--- config.mk ---
export PLATFORM = sky130hd
export DESIGN_NAME = ram_arbiter_flat
export DESIGN_NICKNAME = d
export VERILOG_FILES = /design/src/rtl/ram_arbiter_pkg.sv /design/src/rtl/ram_arbiter_if.sv /design/src/rtl/ram_arbiter_rr_arbiter.sv /design/src/rtl/ram_arbiter.sv /design/src/flat_wrapper.sv
export SDC_FILE = /design/constraint.sdc
export NUM_CORES = 1
export LEC_CHECK = 0
export BUFFER_PORTS_ARGS = -buffer_cell sky130_fd_sc_hd__buf_2
export CORE_UTILIZATION = 35
export DETAILED_ROUTE_END_ITERATION = 12
export PLACE_DENSITY = 0.65
export SLEW_MARGIN = 30
export SYNTH_ARGS = -nofsm -noshare
export SYNTH_HDL_FRONTEND = slang
export SYNTH_SLANG_ARGS = --single-unit
--- constraint.sdc ---
create_clock -name clk -period 5 [get_ports clk]
set_input_delay 1.5 -clock clk [delete_from_list [all_inputs] [get_ports clk]]
set_output_delay 1.5 -clock clk [all_outputs]
set_load 0.03 [all_outputs]
--- src/rtl/ram_arbiter_pkg.sv ---
// Shared types and defaults for the RAM arbiter.
// Imported by the interface, the arbiter core and the top.
package ram_arbiter_pkg;

  localparam int DEF_DATA_WIDTH = 8;
  localparam int DEF_ADDR_WIDTH = 6;
  localparam int DEF_NUM_REQ    = 4;

  typedef enum logic {
    INIT,
    RUN
  } state_t;

  function automatic int id_width(input int n);
    return (n > 1) ? $clog2(n) : 1;
  endfunction

  localparam int ID_W = id_width(DEF_NUM_REQ);

endpackage

--- src/rtl/ram_arbiter_if.sv ---
// Requester-side bundle: command handshake plus read response.
// master = requester side, slave = arbiter side.
interface ram_arbiter_if
  import ram_arbiter_pkg::*;
#(
  parameter int DATA_WIDTH = DEF_DATA_WIDTH,
  parameter int ADDR_WIDTH = DEF_ADDR_WIDTH,
  parameter int NUM_REQ    = DEF_NUM_REQ
);

  logic [NUM_REQ-1:0]            req_valid;
  logic [NUM_REQ-1:0]            req_ready;
  logic [NUM_REQ-1:0]            req_we;
  logic [NUM_REQ*ADDR_WIDTH-1:0] req_addr;
  logic [NUM_REQ*DATA_WIDTH-1:0] req_wdata;
  logic [NUM_REQ-1:0]            rsp_valid;
  logic [DATA_WIDTH-1:0]         rsp_rdata;

  modport master (
    output req_valid, req_we, req_addr, req_wdata,
    input  req_ready, rsp_valid, rsp_rdata
  );

  modport slave (
    input  req_valid, req_we, req_addr, req_wdata,
    output req_ready, rsp_valid, rsp_rdata
  );

endinterface

--- src/rtl/ram_arbiter_rr_arbiter.sv ---
// Combinational round-robin pick: search starts one past last_grant.
// Pointer state lives in the parent.
module rr_arbiter #(
  parameter int NUM_REQ = 4,
  parameter int IW      = 2
) (
  input  logic [NUM_REQ-1:0] req,
  input  logic [IW-1:0]      last_grant,
  output logic [NUM_REQ-1:0] grant,
  output logic [IW-1:0]      id
);

  logic found;

  always_comb begin
    grant = '0;
    id    = last_grant;
    found = 1'b0;
    for (int k = 1; k <= NUM_REQ; k++) begin
      for (int i = 0; i < NUM_REQ; i++) begin
        if (!found && req[i] &&
            ((int'(last_grant) + k) % NUM_REQ) == i) begin
          found    = 1'b1;
          grant[i] = 1'b1;
          id       = IW'(i);
        end
      end
    end
  end

endmodule

--- src/rtl/ram_arbiter.sv ---
// Clears the RAM after reset, then shares it round-robin between
// requesters; read data returns two cycles after acceptance.
module ram_arbiter
  import ram_arbiter_pkg::*;
#(
  parameter int DATA_WIDTH = DEF_DATA_WIDTH,
  parameter int ADDR_WIDTH = DEF_ADDR_WIDTH,
  parameter int NUM_REQ    = DEF_NUM_REQ
) (
  input  logic                  clk,
  input  logic                  rst_n,
  ram_arbiter_if.slave          bus,
  output logic                  init_done,
  output logic [DATA_WIDTH-1:0] ram_datain,
  output logic [ADDR_WIDTH-1:0] ram_addr,
  output logic                  ram_wrt,
  output logic                  ram_rdd,
  input  logic [DATA_WIDTH-1:0] ram_dataout
);

  localparam int IW = id_width(NUM_REQ);
  localparam logic [ADDR_WIDTH-1:0] LAST = '1;

  state_t                state;
  state_t                state_nx;
  logic [ADDR_WIDTH-1:0] cnt;
  logic [IW-1:0]         last_grant;
  logic [IW-1:0]         win_id;
  logic [IW-1:0]         tag;
  logic [NUM_REQ-1:0]    req;
  logic [NUM_REQ-1:0]    grant;
  logic [NUM_REQ-1:0]    tag_hot;
  logic                  clr_en;
  logic                  run_en;
  logic                  accept;
  logic [ADDR_WIDTH-1:0] addr_a [NUM_REQ];
  logic [DATA_WIDTH-1:0] wdata_a [NUM_REQ];

  always_ff @(posedge clk or negedge rst_n) begin
    if (!rst_n) state <= INIT;
    else        state <= state_nx;
  end

  always_comb begin
    state_nx = state;
    unique case (state)
      INIT: if (cnt == LAST) state_nx = RUN;
      RUN:  state_nx = RUN;
      default: state_nx = INIT;
    endcase
  end

  // Grants open only once init_done is visible to requesters.
  always_comb begin
    clr_en = (state == INIT);
    run_en = (state == RUN) && init_done;
  end

  assign req = bus.req_valid & {NUM_REQ{run_en}};

  rr_arbiter #(
    .NUM_REQ (NUM_REQ),
    .IW      (IW)
  ) u_rr (
    .req        (req),
    .last_grant (last_grant),
    .grant      (grant),
    .id         (win_id)
  );

  assign bus.req_ready = grant;
  assign accept        = |grant;
  assign bus.rsp_rdata = ram_dataout;

  always_comb begin
    for (int i = 0; i < NUM_REQ; i++) begin
      addr_a[i]  = bus.req_addr[i*ADDR_WIDTH +: ADDR_WIDTH];
      wdata_a[i] = bus.req_wdata[i*DATA_WIDTH +: DATA_WIDTH];
    end
  end

  always_comb begin
    tag_hot      = '0;
    tag_hot[tag] = 1'b1;
  end

  always_ff @(posedge clk or negedge rst_n) begin
    if (!rst_n) begin
      cnt           <= '0;
      last_grant    <= IW'(NUM_REQ - 1);
      tag           <= '0;
      init_done     <= 1'b0;
      ram_wrt       <= 1'b0;
      ram_rdd       <= 1'b0;
      ram_addr      <= '0;
      ram_datain    <= '0;
      bus.rsp_valid <= '0;
    end else begin
      init_done     <= (state == RUN);
      bus.rsp_valid <= ram_rdd ? tag_hot : '0;
      ram_wrt       <= 1'b0;
      ram_rdd       <= 1'b0;
      if (clr_en) begin
        ram_wrt    <= 1'b1;
        ram_addr   <= cnt;
        ram_datain <= '0;
        cnt        <= cnt + 1'b1;
      end else if (accept) begin
        ram_wrt    <= bus.req_we[win_id];
        ram_rdd    <= ~bus.req_we[win_id];
        ram_addr   <= addr_a[win_id];
        ram_datain <= wdata_a[win_id];
        tag        <= win_id;
        last_grant <= win_id;
      end
    end
  end

endmodule

--- src/flat_wrapper.sv ---
// flat-port wrapper written by rule: the top's interface ports become plain ports
module ram_arbiter_flat import ram_arbiter_pkg::*;
#(
  parameter int DATA_WIDTH = DEF_DATA_WIDTH,
  parameter int ADDR_WIDTH = DEF_ADDR_WIDTH,
  parameter int NUM_REQ    = DEF_NUM_REQ
)
  (clk, rst_n, init_done, ram_datain, ram_addr, ram_wrt, ram_rdd, ram_dataout, bus_req_valid, bus_req_we, bus_req_addr, bus_req_wdata, bus_req_ready, bus_rsp_valid, bus_rsp_rdata);
  ram_arbiter_if #(.DATA_WIDTH(DATA_WIDTH), .ADDR_WIDTH(ADDR_WIDTH), .NUM_REQ(NUM_REQ)) bus_i ();
  input  logic clk;
  input  logic rst_n;
  output logic init_done;
  output logic [DATA_WIDTH-1:0] ram_datain;
  output logic [ADDR_WIDTH-1:0] ram_addr;
  output logic ram_wrt;
  output logic ram_rdd;
  input  logic [DATA_WIDTH-1:0] ram_dataout;
  input wire logic [$bits(bus_i.req_valid)-1:0] bus_req_valid;
  input wire logic [$bits(bus_i.req_we)-1:0] bus_req_we;
  input wire logic [$bits(bus_i.req_addr)-1:0] bus_req_addr;
  input wire logic [$bits(bus_i.req_wdata)-1:0] bus_req_wdata;
  output wire logic [$bits(bus_i.req_ready)-1:0] bus_req_ready;
  output wire logic [$bits(bus_i.rsp_valid)-1:0] bus_rsp_valid;
  output wire logic [$bits(bus_i.rsp_rdata)-1:0] bus_rsp_rdata;
  assign bus_i.req_valid = bus_req_valid;
  assign bus_i.req_we = bus_req_we;
  assign bus_i.req_addr = bus_req_addr;
  assign bus_i.req_wdata = bus_req_wdata;
  assign bus_req_ready = bus_i.req_ready;
  assign bus_rsp_valid = bus_i.rsp_valid;
  assign bus_rsp_rdata = bus_i.rsp_rdata;
  ram_arbiter #(.DATA_WIDTH(DATA_WIDTH), .ADDR_WIDTH(ADDR_WIDTH), .NUM_REQ(NUM_REQ)) u_core (.clk(clk), .rst_n(rst_n), .bus(bus_i), .init_done(init_done), .ram_datain(ram_datain), .ram_addr(ram_addr), .ram_wrt(ram_wrt), .ram_rdd(ram_rdd), .ram_dataout(ram_dataout));
endmodule
### Word level (Yosys, flattened, before mapping)

Index checks and enable logic that the tools add are counted.

| word-level totals | value |
|---|---|
| word-level logic and storage cells | 166 |
| register bits | 32 |
| input port bits | 74 |
| output and inout bits | 33 |

| cells by class | value |
|---|---|
| reductions and logical operators | 58 |
| equality and inequality tests | 14 |
| bitwise operators | 8 |
| mux-type cells | 67 |
| $lt $le $gt $ge | 4 |
| add/sub/neg operators | 5 |

Operators with widths:

| kind | number |
|---|---|
| 32-bit logical NOT | 4 |
| 1-bit 2-to-1 mux | 37 |
| 1-bit logical AND | 33 |
| 2-bit 2-to-1 mux | 16 |
| 8-bit 2-to-1 mux | 4 |
| 3-bit equality test (second input constant) | 8 |
| 6-bit 2-to-1 mux | 4 |
| 8-bit binary-select mux with 2-bit select | 1 |
| 1-bit logical NOT | 15 |
| 6-bit binary-select mux with 2-bit select | 1 |
| 3-bit by 2-bit equality test with 1-bit output (second input constant) | 4 |
| 2-bit OR reduction | 4 |
| 6-bit by 1-bit adder with 6-bit output (second input constant) | 1 |
| 6-bit equality test (second input constant) | 1 |
| 2-bit by 3-bit < comparator with 1-bit output (second input constant) | 2 |
| 2-bit by 1-bit adder with 2-bit output (second input constant) | 2 |
| 2-bit adder (second input constant) | 2 |
| 1-bit AND (first input constant) | 4 |
| 4-bit AND | 1 |
| 4-bit 2-to-1 mux | 1 |
| 4-bit OR reduction | 1 |
| 3-bit greater-or-equal comparator (second input constant) | 1 |
| 2-bit NOT with 3-bit output | 1 |
| 1-bit binary-select mux with 2-bit select | 1 |
| other kinds (6) | 7 |

### Longest topological paths before layout

| depth | value |
|---|---|
| word-level depth | 72 |
| gate-level depth with buffers | 10 |
| gate-level depth less buffers | 6 |

### Hierarchy

From an unflattened synthesis, not the netlist that was laid out.

| unflattened totals | value |
|---|---|
| cells, all modules | 145 |
| area, all modules | 1815.5 µm² |

By module, submodules not included:

| module | cells an instance | instances | sequential area each (µm²) | area each (µm²) |
|---|---|---|---|---|
| ram_arbiter | 124 | 1 | 803.3 | 1676.6 |
| rr_arbiter | 21 | 1 | 0.0 | 138.9 |

### Least setup slack after synthesis

No wires, ideal clock.

| timing path | value |
|---|---|
| path type | input to output |
| start | input bus_req_valid[3] |
| end | output bus_req_ready[1] |
| data required time | 3.500 ns |
| arrival time | 2.542 ns |
| slack | 0.958 ns |
| cell stages on the path | 5 |
| cell sequence | buf_2 -> nor2b_1 -> o21ai_0 -> nand3_1 -> a31oi_1 |

| between the ends | value |
|---|---|
| cells in the longest elaborated chain, start to end | 44 |

Ends and longest elaborated chain:

| item | line | text |
|---|---|---|
| from (decl) | flat_wrapper.sv:18 | `input wire logic [$bits(bus_i.req_valid)-1:0] bus_req_valid;` |
| 4-bit AND * | ram_arbiter.sv:59 | `assign req = bus.req_valid & {NUM_REQ{run_en}};` |
| 1-bit logical AND (2 in series) | ram_arbiter_rr_arbiter.sv:21 | `if (!found && req[i] &&` |
| 1-bit 2-to-1 mux | ram_arbiter_rr_arbiter.sv:21 |  |
| 1-bit logical NOT | ram_arbiter_rr_arbiter.sv:21 |  |
| 1-bit logical AND (2 in series) | ram_arbiter_rr_arbiter.sv:21 |  |
| 1-bit 2-to-1 mux | ram_arbiter_rr_arbiter.sv:21 |  |
| 1-bit logical NOT | ram_arbiter_rr_arbiter.sv:21 |  |
| 1-bit logical AND (2 in series) | ram_arbiter_rr_arbiter.sv:21 |  |
| (+22 left out) | -- |  |
| 1-bit logical AND (2 in series) | ram_arbiter_rr_arbiter.sv:21 |  |
| 1-bit 2-to-1 mux | ram_arbiter_rr_arbiter.sv:21 |  |
| 1-bit logical NOT | ram_arbiter_rr_arbiter.sv:21 |  |
| 1-bit logical AND (2 in series) | ram_arbiter_rr_arbiter.sv:21 |  |
| 1-bit 2-to-1 mux | ram_arbiter_rr_arbiter.sv:21 |  |
| 1-bit logical NOT | ram_arbiter_rr_arbiter.sv:21 |  |
| 1-bit logical AND (2 in series) | ram_arbiter_rr_arbiter.sv:21 |  |
| 1-bit 2-to-1 mux * | ram_arbiter_rr_arbiter.sv:21 |  |
| to (decl) | flat_wrapper.sv:22 | `output wire logic [$bits(bus_i.req_ready)-1:0] bus_req_ready;` |

Every way passes the cells marked *; elsewhere a longest branch is shown, timed or not.

### Final worst setup path

| timing path | value |
|---|---|
| start | input bus_req_valid[1] |
| end | output bus_req_ready[3] |

| between the ends | value |
|---|---|
| cells in the longest elaborated chain, start to end | 60 |

Ends and longest elaborated chain:

| item | line |
|---|---|
| 4-bit AND * | ram_arbiter.sv:59 |
| 1-bit logical AND (2 in series) | ram_arbiter_rr_arbiter.sv:21 |
| 1-bit 2-to-1 mux | ram_arbiter_rr_arbiter.sv:21 |
| 1-bit logical NOT | ram_arbiter_rr_arbiter.sv:21 |
| 1-bit logical AND (2 in series) | ram_arbiter_rr_arbiter.sv:21 |
| 1-bit 2-to-1 mux | ram_arbiter_rr_arbiter.sv:21 |
| 1-bit logical NOT | ram_arbiter_rr_arbiter.sv:21 |
| 1-bit logical AND (2 in series) | ram_arbiter_rr_arbiter.sv:21 |
| (+38 left out) | -- |
| 1-bit logical AND (2 in series) | ram_arbiter_rr_arbiter.sv:21 |
| 1-bit 2-to-1 mux | ram_arbiter_rr_arbiter.sv:21 |
| 1-bit logical NOT | ram_arbiter_rr_arbiter.sv:21 |
| 1-bit logical AND (2 in series) | ram_arbiter_rr_arbiter.sv:21 |
| 1-bit 2-to-1 mux | ram_arbiter_rr_arbiter.sv:21 |
| 1-bit logical NOT | ram_arbiter_rr_arbiter.sv:21 |
| 1-bit logical AND (2 in series) | ram_arbiter_rr_arbiter.sv:21 |
| 1-bit 2-to-1 mux * | ram_arbiter_rr_arbiter.sv:21 |

Marked as above.

==> impl_metrics.tcl <==
set metrics [dict create \
    grt_pass1_vias 1856 \
    cp.arrival_ns 2.60 \
    die_w_um 80.67 \
    drv_slew 0 \
    clk_pin_slew_ns 0.06 \
    seq_area_um2 803.3 \
    grt.overflow.total 0 \
    hold_path_class "reg -> reg" \
    p_clk_frac 0.323 \
    wl_um 5274 \
    regToRegStartpoint "u_core.state" \
    place.gp.congestion 0.8939 \
    power_switching_uw 172.7 \
    ys_warn_count 0 \
    rsz0062_at_grt "no" \
    p_leak_nw 1.328 \
    period_share 0.8201 \
    maxCapViolations 0 \
    r2r_slack_ns 1.98 \
    drtAntennaViolNets 0 \
    async_flop_share 1.000 \
    p_int_uw 452.3 \
    crit_chain "buf_2 > nor2b_1 > nor2_1 > nor2_1 > o22ai_1 > and3_1 > buf_2" \
    finClkSkew_ns 0.007549 \
    p_comb_frac 0.231 \
    synth-edff-count 0 \
    synth-main-ff-cell "dfrtp_1" \
    grt_max_degree 33 \
    grt_usage 0.1702 \
    setup_tns_ns 0 \
    hold_start "u_core.tag[0]" \
    core_region_area_um2 5956 \
    clk_latency_ns 0.28 \
    nNetsFinal 370 \
    dr.first_iter.drc_count 62 \
    syn_inst 220 \
    path_class "in -> out" \
    cpMaxStageDelayCell "nor2b_1" \
    cts_max_level 2 \
    postPlaceCellArea_um2 2584 \
    drtPass1Iterations 4 \
    n_fill_cell 591 \
    multiInputGateArea_um2 1202 \
    grt_pass1_wl_um 8597 \
    start_util 0.3637 \
    dp_hpwl_um 3850 \
    antenna_found_initial 0 \
    startpoint_type "input pin" \
    viasPerCell 5.232 \
    postCtsSetupBuffers 0 \
    num_rows 28 \
    drive_above_1_share 0.3953 \
    crit_fanout 14 \
    powerDensity_nw_per_um2 233.8 \
    status "completed" \
    setup_violations 0 \
    cpPeakStageDelay_ns 0.28 \
    period_minus_slack_ns 4.100 \
    finalHoldViolCount 0 \
    ios 107 \
    synth.cell_area_um2 2166 \
    antenna_cells 0 \
    syn_avg_cell_area_um2 9.845 \
    worst-r2r-cell-count 6 \
    synth_seq_cells 32 \
    tightest_slew_ns 0.8381 \
    seqPwrFrac 0.446 \
    wl_per_cell_um 14.22 \
    sw_frac_of_total 0.2764 \
    post_cts_resized 0 \
    r2r-end "u_core.ram_addr[2]" \
    cts_buffers 5 \
    holdPathEnd "u_core.bus.rsp_valid[2]" \
    vdd_drop_max_v 0.0001296 \
    synthesis.nets 295 \
    postCtsHoldBufs 0 \
    die_h_um 80.67 \
    vias 1941 \
    slew_headroom 0.4412 \
    synth_cell_types 46 \
    max_clock_freq_mhz 243.9 \
    crit_path_end_kind "output port" \
    portBuffers 90 \
    required_ns 3.50 \
    seq_area_frac_synth 0.3709 \
    cts_tree "done" \
    setup_ws_ns 0.8996 \
    area_delta_synth_final_pct 23.45 \
    clk_path_buf_depth 2 \
    cts-root-buf "clkbuf_8" \
    mostFrequentLayoutCell "buf_2" \
    post-place-ws_ns 0.9026 \
    drc 0 \
    fin_area_um2 2674 \
    final_cell_mix "buf_2 (90), mux2i_1 (35), dfrtp_1 (30)" \
    cts.sinks 32 \
    die_area_um2 6507 \
    min_path_cells 1 \
]
==> power groups by stage <==
stage	clock network, mW	logic [mW]	registers [mW]
global route	0.222	0.161	0.280
floorplan	0	0.128	0.272
CTS	0.207	0.146	0.279
detailed placement	0	0.145	0.283
global placement	0	0.143	0.283
finish	0.202	0.144	0.279
==> cell type report <==
| cell class | count | area share |
|---|---|---|
| Tap cell | 75 | 0.03510 |
| Clock buffer | 8 | 0.03369 |
| Multi-Input combinational cell | 159 | 0.4497 |
| Inverter | 5 | 0.007019 |
| Sequential cell | 32 | 0.3004 |
| Timing Repair Buffer | 92 | 0.1741 |
==> state kept, by name, indices dropped and copies added (netlist names) <==
name                  count
u_core.ram_addr           6
u_core.ram_wrt            1
u_core.ram_rdd            1
u_core.bus.rsp_valid      4
u_core.last_grant         2
u_core.ram_datain         8
u_core.init_done          1
u_core.cnt                6
u_core.tag                2
u_core.state              1
==> per-layer routing <==
layer  routed length, µm  up-vias  GRT usage
li1                    -      942          -
met1                2413      909     0.2284
met2                2466       79     0.2686
met3                 318       11    0.03523
met4                  76        0    0.06071
met5                   0        -          0
==> how the worst max path moves through the flow <==
stage / from / to / slack [ns]
after CTS: bus_req_valid[1] / bus_req_ready[3] / 0.90
after detailed placement: bus_req_valid[1] / bus_req_ready[3] / 0.90
after global placement: bus_req_valid[1] / bus_req_ready[3] / 0.93
after global routing: bus_req_valid[1] / bus_req_ready[3] / 0.71
final: bus_req_valid[1] / bus_req_ready[3] / 0.90
after floorplan: bus_req_valid[3] / bus_req_ready[1] / 0.96
==> critical path, delay by kind of cell <==
kind,cells,cell delay (ns)
AO/OA/AOI/OAI,1,0.08
buffers and inverters,2,0.38
AND/OR/NAND/NOR,4,0.63
==> cell families (layout without fill, tap and decap cells) <==
group,Yosys count,in the layout,share of synthesized area
XOR/XNOR,5,5,0.02022
buffers and inverters,29,105,0.08088
multiplexers,47,47,0.2293
adder cells (fa/ha/maj),1,1,0.005776
flip-flops,32,32,0.3709
AO/OA/AOI/OAI,39,39,0.1439
AND/OR/NAND/NOR,67,67,0.1491
==> synth_stat cells (2+ instances only) <==
cell type	instances	share of area
a21oi_1	4	0.0092
a2bb2oi_1	5	0.020
and3_1	7	0.020
buf_2	8	0.018
buf_4	11	0.038
buf_6	2	0.010
clkbuf_1	3	0.0052
dfrtp_1	30	0.35
dfstp_2	2	0.024
inv_1	5	0.0087
mux2_2	11	0.057
mux2i_1	35	0.16
nand2_1	25	0.043
nand3_1	9	0.021
nor2_1	11	0.019
nor2b_1	3	0.0087
nor3_1	2	0.0046
nor3b_1	3	0.010
o211ai_1	4	0.014
o21a_1	2	0.0069
o21ai_0	5	0.012
o21ai_1	2	0.0046
o221ai_1	5	0.020
xnor2_1	4	0.016
==> stage by stage <==
stage	std cells	util	hold WS (ns)	total power, mW
global route	371	0.4490	0.5099	0.6627
CTS	371	0.4490	0.4911	0.6321
detailed placement	363	0.4338	0.4811	0.4289
floorplan	220	-	0.4175	0.3998
global placement	363	0.4326	0.4772	0.4258
finish	371	0.4490	0.4879	0.6251
Power figures use the tool's default switching activity.
